File: src/rtl/icache_if.sv
// icache_if: fetch request/response channel between the IF stage and the instruction cache.
interface icache_if;
  logic        req;
  logic [31:0] addr;
  logic        ready;
  logic [31:0] rdata;
  modport master (output req, addr, input ready, rdata);
  modport slave (input req, addr, output ready, rdata);
endinterface

File: src/rtl/instr_fetch_stage.sv
// instr_fetch_stage: PC, instruction-cache fetch handshake and IF/ID pipeline register.
module instr_fetch_stage #(
  parameter logic [31:0] RESET_PC  = 32'h0000_0000,
  parameter logic [31:0] NOP_INSTR = 32'h0000_0013
) (
  input  logic        clk,
  input  logic        rst_n,
  icache_if.master    ic,
  input  logic        stall_i,
  input  logic        redirect_i,
  input  logic [31:0] redirect_pc_i,
  output logic [31:0] instr_o,
  output logic [31:0] pc_o,
  output logic [31:0] pc_plus4_o,
  output logic        instr_valid_o
);
  typedef enum logic [1:0] {REQ, DROP, HOLD} state_t;
  state_t state_q, state_d;
  logic [31:0] pc_q, pc_d, redir_q, redir_d, hold_instr_q, hold_instr_d, hold_pc_q, hold_pc_d;
  logic [31:0] instr_q, instr_d, pco_q, pco_d, rpc;
  logic valid_q, valid_d, started_q, rdy, acc;
  assign rpc = {redirect_pc_i[31:2], 2'b00};
  assign ic.req = started_q && state_q != HOLD;
  assign ic.addr = pc_q;
  assign rdy = ic.req && ic.ready;
  assign acc = !stall_i || !valid_q;
  assign instr_o = instr_q;
  assign pc_o = pco_q;
  assign pc_plus4_o = pco_q + 32'd4;
  assign instr_valid_o = valid_q;
  always_comb begin
    state_d = state_q;
    pc_d = pc_q;
    redir_d = redir_q;
    hold_instr_d = hold_instr_q;
    hold_pc_d = hold_pc_q;
    pco_d = pco_q;
    instr_d = (acc || redirect_i) ? NOP_INSTR : instr_q;
    valid_d = (acc || redirect_i) ? 1'b0 : valid_q;
    if (state_q == REQ) begin
      if (rdy && redirect_i) pc_d = rpc;
      else if (rdy) begin
        pc_d = pc_q + 32'd4;
        if (acc) begin
          instr_d = ic.rdata;
          pco_d = pc_q;
          valid_d = 1'b1;
        end else begin
          hold_instr_d = ic.rdata;
          hold_pc_d = pc_q;
          state_d = HOLD;
        end
      end else if (redirect_i && started_q) begin
        redir_d = rpc;
        state_d = DROP;
      end else if (redirect_i) pc_d = rpc;
    end else if (state_q == DROP) begin
      // The outstanding stale request must complete before the target can be fetched.
      if (redirect_i) redir_d = rpc;
      if (rdy) begin
        pc_d = redirect_i ? rpc : redir_q;
        state_d = REQ;
      end
    end else begin
      if (redirect_i) begin
        pc_d = rpc;
        state_d = REQ;
      end else if (!stall_i) begin
        instr_d = hold_instr_q;
        pco_d = hold_pc_q;
        valid_d = 1'b1;
        state_d = REQ;
      end
    end
  end
  always_ff @(posedge clk or negedge rst_n) begin
    if (!rst_n) begin
      state_q <= REQ;
      pc_q <= RESET_PC;
      redir_q <= '0;
      hold_instr_q <= '0;
      hold_pc_q <= '0;
      instr_q <= NOP_INSTR;
      pco_q <= '0;
      valid_q <= 1'b0;
      started_q <= 1'b0;
    end else begin
      state_q <= state_d;
      pc_q <= pc_d;
      redir_q <= redir_d;
      hold_instr_q <= hold_instr_d;
      hold_pc_q <= hold_pc_d;
      instr_q <= instr_d;
      pco_q <= pco_d;
      valid_q <= valid_d;
      started_q <= 1'b1;
    end
  end
endmodule

File: src/flat_wrapper.sv
// flat-port wrapper written by rule: the top's interface ports become plain ports
module instr_fetch_stage_flat 
#(
  parameter logic [31:0] RESET_PC  = 32'h0000_0000,
  parameter logic [31:0] NOP_INSTR = 32'h0000_0013
)
  (clk, rst_n, stall_i, redirect_i, redirect_pc_i, instr_o, pc_o, pc_plus4_o, instr_valid_o, ic_req, ic_addr, ic_ready, ic_rdata);
  icache_if ic_i ();
  input  logic clk;
  input  logic rst_n;
  input  logic stall_i;
  input  logic redirect_i;
  input  logic [31:0] redirect_pc_i;
  output logic [31:0] instr_o;
  output logic [31:0] pc_o;
  output logic [31:0] pc_plus4_o;
  output logic instr_valid_o;
  output wire logic [$bits(ic_i.req)-1:0] ic_req;
  output wire logic [$bits(ic_i.addr)-1:0] ic_addr;
  input wire logic [$bits(ic_i.ready)-1:0] ic_ready;
  input wire logic [$bits(ic_i.rdata)-1:0] ic_rdata;
  assign ic_req = ic_i.req;
  assign ic_addr = ic_i.addr;
  assign ic_i.ready = ic_ready;
  assign ic_i.rdata = ic_rdata;
  instr_fetch_stage #(.RESET_PC(RESET_PC), .NOP_INSTR(NOP_INSTR)) u_core (.clk(clk), .rst_n(rst_n), .ic(ic_i), .stall_i(stall_i), .redirect_i(redirect_i), .redirect_pc_i(redirect_pc_i), .instr_o(instr_o), .pc_o(pc_o), .pc_plus4_o(pc_plus4_o), .instr_valid_o(instr_valid_o));
endmodule
File: config.mk
export PLATFORM = sky130hd
export DESIGN_NAME = instr_fetch_stage_flat
export DESIGN_NICKNAME = d
export VERILOG_FILES = /design/src/rtl/icache_if.sv /design/src/rtl/instr_fetch_stage.sv /design/src/flat_wrapper.sv
export SDC_FILE = /design/constraint.sdc
export NUM_CORES = 1
export LEC_CHECK = 0
export CAP_MARGIN = 30
export CORE_ASPECT_RATIO = 0.8
export CORE_MARGIN = 2
export CORE_UTILIZATION = 45
export CTS_CLUSTER_SIZE = 16
export DETAILED_ROUTE_END_ITERATION = 6
export MAX_ROUTING_LAYER = met4
export PLACE_DENSITY = 0.71
export SETUP_SLACK_MARGIN = 0.4
export SLEW_MARGIN = 40
export SYNTH_ARGS = -nofsm -noshare
export SYNTH_HDL_FRONTEND = slang
export SYNTH_SLANG_ARGS = --single-unit
File: constraint.sdc
create_clock -name clk -period 5.7 [get_ports clk]
set_clock_uncertainty 0.15 [all_clocks]
set_input_delay 0.855 -clock clk [delete_from_list [all_inputs] [get_ports clk]]
set_output_delay 0.855 -clock clk [all_outputs]
set_load 0.005 [all_outputs]
==> key figures <==
Pwr
  – Clock power share: 27.5%
  – Pleak: 5.821 nW
  – Int Power: 2.861 mW
  – Power Dens Cells: 324.7 nW/um^2
  – P_sw: 1.398 mW
  – Comb power frac: 26.7%
  – Switching share of power: 32.82%
  – Worst vdd ir: 0.2047 mV
  – Seq pwr share: 45.8%

Setup path
  – Crit-path max FO: 7
  – Setup Crit Path Kind: reg -> out
  – Worst R2R End: u_core.ic.addr[30]$_DFFE_PN0P_
  – CP arrival: 3000 ps
  – R2R Setup Slk: 2460 ps
  – CP startpoint: u_core.pc_o[2]$_DFFE_PN0P_
  – Worst Reg-to-Reg Cells: 6
  – Critical Path Source Type: flip-flop
  – Worst flop-to-flop path startpoint: u_core.state_q[1]$_DFFE_PN0P_
  – CP endpoint kind: primary output
  – Critical Path RT: 4700 ps
  – Critical Path Sink: pc_plus4_o[30]

Global route
  – First-pass GRT wire length: 47.79 mm
  – GRT Total Usage: 25.68%
  – GRT overflow: 0
  – Pin count of the biggest net entering global routing: 121
  – Vias in the first global route: 8432
  – Initial antenna violation count: 0

Synthesis
  – Post-Syn Nets: 1087
  – EDFF count, synth: 0
  – Mapped Area: 10370 um^2
  – Yosys top cell by area: dfrtp_1
  – Largest cells by area after synthesis: dfrtp_1 (47%), mux2_2 (10%), o21ai_0 (3.6%)
  – Ys flop type: dfrtp_1
  – Register bit total from synthesis: 196
  – Syn Inst Count: 1016
  – Post-synth top area share: 46.58%
  – Average size of a mapped cell: 10.21 um^2
  – Post-synthesis sequential area ratio: 47.34%
  – Asr flop ratio synth: 100.0%
  – Synth cell types: 76
  – Ys Warns: 0

Timing
  – Worst slew pin tran: 861.2 ps
  – Final period util: 70.18%
  – Post-Route Setup TNS: 0 ps
  – Tmin final: 4000 ps
  – Worst slew slack as a fraction of its limit: 42.59%
  – FMAX: 250.0 MHz
  – Hold Fails Final Rpt: 0
  – Final Max Tran Viols: 0
  – RSZ-0062 raised after global routing: false
  – Slack of the critical path: 1700 ps
  – Setup Viol. Count Final: 0

Clock tree
  – Hold Buf Count CTS: 0
  – Root Driver: clkbuf_16
  – CTS tree: built
  – Postcts setup bufs: 0
  – Post-cts sizing count: 0
  – Clk_lat worst skew: 440 ps
  – Clk pin slew, worst setup/hold paths: 70 ps
  – CTS Buf Count: 17
  – TritonCTS sink count: 196
  – Clock Tree Buf Depth: 2
  – H-tree depth: 4

Detailed routing
  – Initial DRC Count: 1068
  – Final ANT Viol Nets: 0
  – DR WL/cell: 20.25 um
  – DR vias: 8833
  – Final wirelength: 29.99 mm
  – Via density: 5.964
  – Drt drc: 0
  – 1st-pass router iterations: 6

Die
  – Die W: 173.7 um
  – Chip Height: 139.8 um
  – Core Box Area: 22560 um^2
  – Initial core utilization: 45.96%
  – Rows: 49
  – Die footprint: 24280 um^2
  – I/O Pins: 199

Final layout
  – P&R area growth vs syn: 26.47%
  – Final non-filler cell total: 1481
  – Layout cells sized above 1: 14.30%
  – Post-layout net count: 1233
  – Antenna cell count: 0

Placed design
  – Placed cells: 1448
  – Routability Congestion: 0.8767
  – Port Buf Inserts: 196
  – DP HPWL: 20.57 mm
  – Placement Setup Slack: 1659 ps

Status
  – Status: complete, no violations

Min path
  – Hold Crit Class: in -> async

Run
  – # Max-Cap Violations: 0
==> worst max-delay path, cell delays in order (launching register included) <==
cell,delay (ps)
dfrtp_1,460
ha_1,280
inv_1,70
or4_4,560
or3_1,330
nor2_1,140
xor2_1,180
clkdlybuf4s50_1,530
==> power by group through the flow <==
stage	sequential [mW]	combinational, mW	clock (mW)
after CTS	1.93	1.14	1.19
after floorplan	1.81	0.611	0
after global placement	1.95	1.10	0
final	1.95	1.14	1.17
after detailed placement	1.96	1.13	0
after global routing	1.99	1.24	1.25
==> sequential cells by signal (all words and copies together) (netlist names) <==
name,cells
u_core.hold_instr_q,32
u_core.hold_pc_q,32
u_core.ic.addr,32
u_core.instr_o,32
u_core.pc_o,32
u_core.redir_q,32
u_core.state_q,2
u_core.instr_valid_o,1
u_core.started_q,1
==> synth_stat cells, drive strengths merged (23+ instances only) <==
library cell / number
inv: 43
buf: 42
a222oi: 29
dfrtp: 193
nand2: 88
mux2i: 37
a21oi: 33
nor2: 44
o21ai: 76
mux2: 93
xnor2: 27
clkbuf: 45
and3: 23
nand3: 37
==> logic make-up (layout without fill, tap and decap cells) <==
family	Yosys count	in the layout	share of synthesized area [%]
flops	196	196	47.34
simple gates	268	268	13.15
other cells	1	1	0.03617
fa+ha+maj	2	2	0.2413
mux	130	130	13.67
compound gates	249	249	16.81
buf+inv	130	289	5.370
xor+xnor	40	40	3.379
==> routing by layer <==
layer / global-route usage [%] / wire length [um] / part of all wire [%]
met1: 37.64 / 13990 / 47
met2: 35.16 / 12740 / 42
met3: 6.066 / 2641 / 8.8
met4: 7.607 / 611 / 2.0
met5: - / 0 / 0
==> layout make-up <==
type                       instances  area, um^2
fill                            1955        9448
multi-input combinational        690        4952
sequential                       196        4910
timing repair buffer             214        2147
clock buffer                      18       429.2
tap                              306       382.9
inverter                          43       161.4
clock inverter                    14       131.4
==> through the flow <==
stage	area [um^2]	hold slack, ps	power [mW]	util (%)
floorplan	10370	294.7	2.423	-
global placement	12470	313.2	3.055	55.25
detailed placement	12530	321.4	3.097	55.53
CTS	13090	295.9	4.264	58.01
global route	13110	298.6	4.478	58.12
finish	13110	268.9	4.259	58.12
==> worst min-delay path by stage <==
stage / start / slack, ps / endpoint / depth (start not counted)
5_1_grt: rst_n / 300 / u_core.instr_o[28]$_DFF_PN0_ / 1
3_5_place_dp: u_core.hold_pc_q[9]$_DFFE_PN0P_ / 320 / u_core.hold_pc_q[9]$_DFFE_PN0P_ / 2
6_report: rst_n / 270 / u_core.instr_o[28]$_DFF_PN0_ / 1
3_3_place_gp: u_core.hold_pc_q[5]$_DFFE_PN0P_ / 310 / u_core.hold_pc_q[5]$_DFFE_PN0P_ / 2
4_1_cts: rst_n / 300 / u_core.instr_o[25]$_DFF_PN0_ / 1
2_1_floorplan: u_core.redir_q[30]$_DFFE_PN0P_ / 290 / u_core.redir_q[30]$_DFFE_PN0P_ / 2
==> layout by cell type, fill, tap and decap left out, drive strengths merged, types with 3 or more instances in the layout <==
| master | count |
|---|---|
| clkdlybuf4s50 | 194 |
| dfrtp | 193 |
| mux2 | 93 |
| nand2 | 88 |
| o21ai | 76 |
| inv | 53 |
| nor2 | 44 |
| nand3 | 37 |
| mux2i | 37 |
| a21oi | 33 |
| a222oi | 29 |
| xnor2 | 27 |
| and3 | 23 |
| clkbuf | 20 |
| buf | 18 |
| nand4 | 17 |
| xor2 | 13 |
| nor3 | 13 |
| a22oi | 12 |
| a221oi | 12 |
| a31oi | 11 |
| o22ai | 10 |
| and2 | 9 |
| o211ai | 9 |
| nor4 | 8 |
| a22o | 7 |
| o221ai | 7 |
| nand2b | 5 |
| or3 | 5 |
| a32o | 5 |
| and4 | 5 |
| o22a | 5 |
| nor2b | 5 |
| clkinv | 4 |
| a211oi | 3 |
| a21o | 3 |
| dfstp | 3 |
| or4 | 3 |
No activity file was read; power rests on OpenSTA's default activity.
